===== src/rtl/wb_sdram_arbiter.sv =====
// Two-master Wishbone B4 classic arbiter in front of the SDRAM controller slave port.
// Round-robin per cycle, lock while owner cyc is held, watchdog terminates stuck accesses with err.
module wb_sdram_arbiter #(
    parameter int DW      = 32,
    parameter int AW      = 26,
    parameter int TIMEOUT = 256
) (
    input  logic              wb_clk_i,
    input  logic              wb_rst_i,
    input  logic              sdr_init_done,

    input  logic              m0_cyc_i,
    input  logic              m0_stb_i,
    input  logic              m0_we_i,
    input  logic [DW/8-1:0]   m0_sel_i,
    input  logic [AW-1:0]     m0_adr_i,
    input  logic [DW-1:0]     m0_dat_i,
    output logic [DW-1:0]     m0_dat_o,
    output logic              m0_ack_o,
    output logic              m0_err_o,

    input  logic              m1_cyc_i,
    input  logic              m1_stb_i,
    input  logic              m1_we_i,
    input  logic [DW/8-1:0]   m1_sel_i,
    input  logic [AW-1:0]     m1_adr_i,
    input  logic [DW-1:0]     m1_dat_i,
    output logic [DW-1:0]     m1_dat_o,
    output logic              m1_ack_o,
    output logic              m1_err_o,

    output logic              s_cyc_o,
    output logic              s_stb_o,
    output logic              s_we_o,
    output logic [DW/8-1:0]   s_sel_o,
    output logic [AW-1:0]     s_adr_o,
    output logic [DW-1:0]     s_dat_o,
    input  logic [DW-1:0]     s_dat_i,
    input  logic              s_ack_i,

    output logic [1:0]        gnt_o
);

    localparam int CW = $clog2(TIMEOUT + 1);

    typedef enum logic [1:0] {
        ST_IDLE = 2'd0,
        ST_OWN  = 2'd1,
        ST_ERR  = 2'd2
    } state_t;

    state_t          state_r;
    state_t          state_nxt_s;
    logic            owner_r;
    logic            owner_nxt_s;
    logic            last_owner_r;
    logic            last_owner_nxt_s;
    logic            err_first_r;
    logic            err_first_nxt_s;
    logic [CW-1:0]   count_r;
    logic [CW-1:0]   count_nxt_s;

    logic            own_cyc_s;
    logic            own_stb_s;
    logic            own_we_s;
    logic [DW/8-1:0] own_sel_s;
    logic [AW-1:0]   own_adr_s;
    logic [DW-1:0]   own_dat_s;
    logic            wd_fire_s;

    // Select the current owner's request signals
    always_comb begin
        own_cyc_s = 1'b0;
        own_stb_s = 1'b0;
        own_we_s  = 1'b0;
        own_sel_s = {(DW/8){1'b0}};
        own_adr_s = {AW{1'b0}};
        own_dat_s = {DW{1'b0}};
        if (owner_r) begin
            own_cyc_s = m1_cyc_i;
            own_stb_s = m1_stb_i;
            own_we_s  = m1_we_i;
            own_sel_s = m1_sel_i;
            own_adr_s = m1_adr_i;
            own_dat_s = m1_dat_i;
        end else begin
            own_cyc_s = m0_cyc_i;
            own_stb_s = m0_stb_i;
            own_we_s  = m0_we_i;
            own_sel_s = m0_sel_i;
            own_adr_s = m0_adr_i;
            own_dat_s = m0_dat_i;
        end
    end

    // Slave-side forwarding; outputs are also forced low while reset is asserted
    always_comb begin
        s_cyc_o = 1'b0;
        s_stb_o = 1'b0;
        s_we_o  = 1'b0;
        s_sel_o = {(DW/8){1'b0}};
        s_adr_o = {AW{1'b0}};
        s_dat_o = {DW{1'b0}};
        if (!wb_rst_i && (state_r == ST_OWN)) begin
            s_cyc_o = own_cyc_s;
            s_stb_o = own_stb_s;
            s_we_o  = own_we_s;
            s_sel_o = own_sel_s;
            s_adr_o = own_adr_s;
            s_dat_o = own_dat_s;
        end else begin
            s_cyc_o = 1'b0;
        end
    end

    assign wd_fire_s = (count_r == CW'(TIMEOUT - 1)) && s_stb_o && !s_ack_i;

    // Master-side responses: ack only while owning, err only on the first ERR cycle
    always_comb begin
        gnt_o    = 2'b00;
        m0_ack_o = 1'b0;
        m1_ack_o = 1'b0;
        m0_err_o = 1'b0;
        m1_err_o = 1'b0;
        m0_dat_o = {DW{1'b0}};
        m1_dat_o = {DW{1'b0}};
        if (!wb_rst_i) begin
            m0_dat_o = s_dat_i;
            m1_dat_o = s_dat_i;
            if (state_r != ST_IDLE) begin
                gnt_o = owner_r ? 2'b10 : 2'b01;
            end else begin
                gnt_o = 2'b00;
            end
            if (state_r == ST_OWN) begin
                m0_ack_o = s_ack_i && !owner_r;
                m1_ack_o = s_ack_i &&  owner_r;
            end else begin
                m0_ack_o = 1'b0;
                m1_ack_o = 1'b0;
            end
            if ((state_r == ST_ERR) && err_first_r) begin
                m0_err_o = !owner_r;
                m1_err_o =  owner_r;
            end else begin
                m0_err_o = 1'b0;
                m1_err_o = 1'b0;
            end
        end else begin
            gnt_o = 2'b00;
        end
    end

    // Arbitration FSM next-state, ownership bookkeeping and watchdog counter
    always_comb begin
        state_nxt_s      = state_r;
        owner_nxt_s      = owner_r;
        last_owner_nxt_s = last_owner_r;
        err_first_nxt_s  = 1'b0;
        count_nxt_s      = {CW{1'b0}};
        case (state_r)
            ST_IDLE: begin
                if (sdr_init_done && (m0_cyc_i || m1_cyc_i)) begin
                    state_nxt_s = ST_OWN;
                    if (m0_cyc_i && m1_cyc_i) begin
                        owner_nxt_s = ~last_owner_r;
                    end else begin
                        owner_nxt_s = m1_cyc_i;
                    end
                end else begin
                    state_nxt_s = ST_IDLE;
                end
            end
            ST_OWN: begin
                if (!own_cyc_s) begin
                    state_nxt_s      = ST_IDLE;
                    last_owner_nxt_s = owner_r;
                end else if (wd_fire_s) begin
                    state_nxt_s     = ST_ERR;
                    err_first_nxt_s = 1'b1;
                end else begin
                    state_nxt_s = ST_OWN;
                end
                if (s_ack_i || !s_stb_o) begin
                    count_nxt_s = {CW{1'b0}};
                end else begin
                    count_nxt_s = count_r + CW'(1);
                end
            end
            ST_ERR: begin
                if (!own_cyc_s) begin
                    state_nxt_s      = ST_IDLE;
                    last_owner_nxt_s = owner_r;
                end else begin
                    state_nxt_s = ST_ERR;
                end
            end
            default: begin
                state_nxt_s = ST_IDLE;
            end
        endcase
    end

    // State registers with synchronous reset
    always_ff @(posedge wb_clk_i) begin
        if (wb_rst_i) begin
            state_r      <= ST_IDLE;
            owner_r      <= 1'b0;
            last_owner_r <= 1'b1;
            err_first_r  <= 1'b0;
            count_r      <= {CW{1'b0}};
        end else begin
            state_r      <= state_nxt_s;
            owner_r      <= owner_nxt_s;
            last_owner_r <= last_owner_nxt_s;
            err_first_r  <= err_first_nxt_s;
            count_r      <= count_nxt_s;
        end
    end

endmodule


===== config.mk =====
export PLATFORM = sky130hd
export DESIGN_NAME = wb_sdram_arbiter
export DESIGN_NICKNAME = d
export VERILOG_FILES = /design/src/rtl/wb_sdram_arbiter.sv
export SDC_FILE = /design/constraint.sdc
export NUM_CORES = 1
export LEC_CHECK = 0
export ABC_AREA = 1
export ABC_CLOCK_PERIOD_IN_PS = 1570
export CAP_MARGIN = 30
export CORE_MARGIN = 10
export CORE_UTILIZATION = 22
export DETAILED_ROUTE_END_ITERATION = 16
export PLACE_DENSITY_LB_ADDON = 0.05
export REMOVE_ABC_BUFFERS = 1
export SETUP_SLACK_MARGIN = 0.2
export SYNTH_ARGS = -nofsm -noshare
export SYNTH_HDL_FRONTEND = slang
export SYNTH_SLANG_ARGS = --single-unit
export TNS_END_PERCENT = 5

===== constraint.sdc =====
create_clock -name wb_clk_i -period 1.57 [get_ports wb_clk_i]
set_input_delay 0.314 -clock wb_clk_i [delete_from_list [all_inputs] [get_ports wb_clk_i]]
set_output_delay 0.314 -clock wb_clk_i [all_outputs]
set_load 0.02 [all_outputs]

==> metrics.txt <==
# TYPE chip_impl_metric gauge
chip_impl_info{name="outcome",value="finished with violations"} 1
chip_impl_info{name="failed_checks",value="setup timing"} 1
chip_impl_metric{name="crit_fanout",unit=""} 11
chip_impl_metric{name="fmaxAchievable",unit="MHz"} 579
chip_impl_metric{name="h_tree_levels",unit=""} 1
chip_impl_metric{name="start_util",unit="%"} 22.8
chip_impl_info{name="critical_path.startpoint",value="state_r[1]"} 1
chip_impl_metric{name="globalRouteOverflowTotal",unit=""} 0
chip_impl_metric{name="grt_start_max_net_pins",unit=""} 39
chip_impl_metric{name="final_layout_size_suffix_gt1_share",unit="%"} 34.8
chip_impl_metric{name="routed_wirelength",unit="um"} 16000
chip_impl_metric{name="fin_cells",unit=""} 828
chip_impl_metric{name="numPlacedInstances",unit=""} 814
chip_impl_metric{name="tritoncts.num_buffers",unit=""} 3
chip_impl_metric{name="top_level_ports",unit=""} 301
chip_impl_metric{name="area.sequential",unit="um2"} 289
chip_impl_metric{name="ys.warnings.count",unit=""} 0
chip_impl_metric{name="footprint_of_the_multi_input_gates",unit="um2"} 1550
chip_impl_metric{name="arr_time_crit_path",unit="ps"} 1410
chip_impl_info{name="rsz0062_at_grt",value="yes"} 1
chip_impl_metric{name="overall_power",unit="mW"} 2.01
chip_impl_info{name="rr_startpoint",value="state_r[1]"} 1
chip_impl_metric{name="clk_pin_slew_worst_paths",unit="ps"} 60
chip_impl_metric{name="accumulated_negative_setup_slack",unit="ps"} -7650
chip_impl_metric{name="syn_area",unit="um2"} 2130
chip_impl_metric{name="ctsLongestPathBuffers",unit=""} 2
chip_impl_metric{name="worst_slack",unit="ps"} -156
chip_impl_metric{name="reg2regPathDepth",unit=""} 9
chip_impl_metric{name="avgViaCountPerCell",unit=""} 4.40
chip_impl_metric{name="worst-slew-pin-transition",unit="ps"} 422
chip_impl_metric{name="peak_vdd_ir",unit="V"} 0.000541
chip_impl_metric{name="setup_viol_count_final",unit=""} 98
chip_impl_info{name="crit_path_end",value="s_stb_o"} 1
chip_impl_metric{name="p_leak",unit="nW"} 2.54
chip_impl_metric{name="worst-r2r-setup-slack",unit="ps"} 30
chip_impl_metric{name="tritoncts_num_sinks",unit=""} 14
chip_impl_metric{name="post_cts_hold_buffer_count",unit=""} 0
chip_impl_metric{name="drt-initial-drc-count",unit=""} 226
chip_impl_metric{name="min_path_cells",unit=""} 2
chip_impl_metric{name="finalClockSkew",unit="ps"} 4.39
chip_impl_metric{name="dpl_worst_slack",unit="ps"} -749
chip_impl_info{name="cp_capture_type",value="output pin"} 1
chip_impl_metric{name="fin_hold_ws",unit="ps"} 482
chip_impl_metric{name="dieWidth",unit="um"} 118
chip_impl_metric{name="gr-usage-met2",unit="%"} 40.8
chip_impl_metric{name="number_of_fillers_in_the_final_layout",unit=""} 925
chip_impl_metric{name="grt_pass1_vias",unit=""} 3581
chip_impl_info{name="post_synth_main_area_contributors",value="sky130_fd_sc_hd__nand2_1 (25%), sky130_fd_sc_hd__a21oi_1 (16%), sky130_fd_sc_hd__dfxtp_1 (13%)"} 1
chip_impl_metric{name="synth-seq-cells",unit=""} 14
chip_impl_metric{name="synthesis.area_per_instance",unit="um2"} 5.20
chip_impl_metric{name="max_cap_violations",unit=""} 0
chip_impl_metric{name="grtUsageMet3",unit="%"} 6.76
chip_impl_info{name="clock-root-buffer",value="sky130_fd_sc_hd__clkbuf_8"} 1
chip_impl_metric{name="grt_use_total",unit="%"} 20.8
chip_impl_metric{name="worstSkewPairLatency",unit="ps"} 250
chip_impl_info{name="setup.worst_path.class",value="reg -> out"} 1
chip_impl_info{name="synth_largest_area_cell",value="sky130_fd_sc_hd__nand2_1"} 1
chip_impl_metric{name="area_of_the_core_region",unit="um2"} 9330
chip_impl_metric{name="grt_first_pass_wirelength",unit="um"} 23300
chip_impl_metric{name="syn_inst",unit=""} 410
chip_impl_metric{name="ant_nets",unit=""} 0
chip_impl_info{name="cts_tree",value="yes"} 1
chip_impl_metric{name="layout-area-overhead-vs-synth",unit="%"} 160
chip_impl_metric{name="die_height",unit="um"} 118
chip_impl_metric{name="slew_violations",unit=""} 0
chip_impl_metric{name="p_per_area",unit="nW/um2"} 363
chip_impl_metric{name="synth-seq-area-share",unit="%"} 13.2
chip_impl_info{name="hold_start",value="count_r[7]"} 1
chip_impl_info{name="grt_most_used_layer",value="met2"} 1
chip_impl_metric{name="std_cell_rows",unit=""} 35
chip_impl_metric{name="fin_area",unit="um2"} 5530
chip_impl_info{name="startpoint_type",value="flop"} 1
chip_impl_metric{name="period_needed",unit="ps"} 1730
chip_impl_metric{name="fp.dieArea",unit="um2"} 14000
chip_impl_metric{name="wl_per_cell",unit="um"} 19.3
chip_impl_metric{name="nNetsFinal",unit=""} 871
chip_impl_metric{name="number_of_distinct_library_cells_after_synthesis",unit=""} 24
chip_impl_metric{name="grt_util_met1",unit="%"} 21.1
chip_impl_metric{name="antenna_found_initial",unit=""} 0
chip_impl_metric{name="synth.top_cell.area_share",unit="%"} 24.8
chip_impl_metric{name="io_buffer_count",unit=""} 300
chip_impl_metric{name="remaining_drc_errors",unit=""} 0
chip_impl_metric{name="layout_worst_path_cycle_share",unit="%"} 110
chip_impl_metric{name="post-route-util",unit="%"} 59.3
chip_impl_info{name="worst_r2r_endpoint",value="count_r[4]"} 1
chip_impl_info{name="holdCritPathClass",value="reg -> reg"} 1
chip_impl_metric{name="report.final.hold_viol_count",unit=""} 0
chip_impl_metric{name="firstDrtPassIters",unit=""} 4
chip_impl_metric{name="maxSlewHeadroom",unit="%"} 71.7
chip_impl_metric{name="place_area",unit="um2"} 5240
chip_impl_metric{name="place.detailed.hpwl",unit="um"} 13100
chip_impl_metric{name="dr_total_vias",unit=""} 3644
chip_impl_metric{name="gp_congestion",unit=""} 0.840
chip_impl_metric{name="timing.critical_path.required",unit="ps"} 1260
[where the power goes]
group	switching, mW	internal, mW	leakage [nW]
logic	0.584	0.701	2.39
clock network	0.131	0.222	0.0288
registers	0.00765	0.360	0.116
total	0.723	1.28	2.54
[state kept, by name (all words and copies together) (netlist names)]
name          flops
count_r           9
err_first_r       1
owner_r           1
last_owner_r      1
state_r           2
[cells in the final DEF (no fill, tap or decap), drive strengths merged]
master           n
ha               6
dfxtp           14
o21ai            1
xnor2            1
o211ai           1
nor3             5
nor2            53
or2              1
nand4            1
nand2          143
nor3b            2
inv             51
a31oi            1
a21oi           68
clkdlybuf4s50  164
buf            144
clkdlybuf4s15   22
dlygate4sd2      9
xor2             1
diode            1
nand3            4
clkbuf           6
[how the worst min path moves through the flow]
stage,endpoint
final,count_r[7]
after global routing,count_r[7]
after CTS,count_r[7]
after detailed placement,count_r[7]
after global placement,count_r[7]
after floorplan,count_r[0]
[kinds of logic (layout without fill, tap and decap cells)]
family | Yosys count | count (layout) | share of synthesized area, %
fa+ha+maj | 6 | 6 | 3.52
compound gates | 71 | 71 | 17.0
xor+xnor | 2 | 2 | 0.822
simple gates | 209 | 209 | 39.2
other cells | 0 | 1 | 0
flops | 14 | 14 | 13.2
buf+inv | 108 | 396 | 26.3
[synthesized netlist by cell type]
| library cell | number |
|---|---|
| sky130_fd_sc_hd__a31oi_1 | 1 |
| sky130_fd_sc_hd__nand4_1 | 1 |
| sky130_fd_sc_hd__nand2_2 | 1 |
| sky130_fd_sc_hd__nor3b_2 | 1 |
| sky130_fd_sc_hd__o21ai_2 | 1 |
| sky130_fd_sc_hd__nand2_4 | 1 |
| sky130_fd_sc_hd__xor2_1 | 1 |
| sky130_fd_sc_hd__xnor2_1 | 1 |
| sky130_fd_sc_hd__nor3b_4 | 1 |
| sky130_fd_sc_hd__dfxtp_1 | 14 |
| sky130_fd_sc_hd__clkbuf_1 | 4 |
| sky130_fd_sc_hd__nor2_1 | 53 |
| sky130_fd_sc_hd__ha_1 | 6 |
| sky130_fd_sc_hd__nand3_1 | 4 |
| sky130_fd_sc_hd__inv_1 | 50 |
| sky130_fd_sc_hd__o211ai_1 | 1 |
| sky130_fd_sc_hd__nor3_1 | 5 |
| sky130_fd_sc_hd__or2_0 | 1 |
| sky130_fd_sc_hd__buf_6 | 1 |
| sky130_fd_sc_hd__buf_2 | 20 |
| sky130_fd_sc_hd__nand2_1 | 141 |
| sky130_fd_sc_hd__inv_4 | 1 |
| sky130_fd_sc_hd__a21oi_1 | 68 |
| sky130_fd_sc_hd__buf_4 | 32 |
[layout make-up]
cell class | instances | area share (%)
inverters | 51 | 3.64
multi-input cells | 288 | 28.0
clock buffers | 4 | 0.995
repair buffers | 341 | 59.2
diodes | 1 | 0.0452
well taps | 129 | 2.92
flip-flops and latches | 14 | 5.23
[critical path, stage by stage, from the launching register on]
cell                      delay (ps)
sky130_fd_sc_hd__dfxtp_2         320
sky130_fd_sc_hd__inv_2            70
sky130_fd_sc_hd__ha_4            160
sky130_fd_sc_hd__nand2_8         110
sky130_fd_sc_hd__buf_12          170
sky130_fd_sc_hd__nor3b_4         190
sky130_fd_sc_hd__buf_6           140
[per-layer routing]
| layer | up-vias | share of wire, % | wire length (um) |
|---|---|---|---|
| met3 | 10 | 9.6 | 1530 |
| li1 | 1797 | - | - |
| met1 | 1658 | 34 | 5460 |
| met4 | 0 | 1.0 | 164 |
| met2 | 179 | 55 | 8860 |
| met5 | - | 0 | 0 |
[repair_timing]
| item | CTS | global route |
|---|---|---|
| gates resized for setup | 649 | 16 |
| setup buffers | 1 | 3 |
| gates cloned | 2 | 3 |
| endpoints found under the setup margin | 148 | 149 |
| pin swaps | 12 | 2 |
Note: power is estimated with default switching activity, not from simulation.
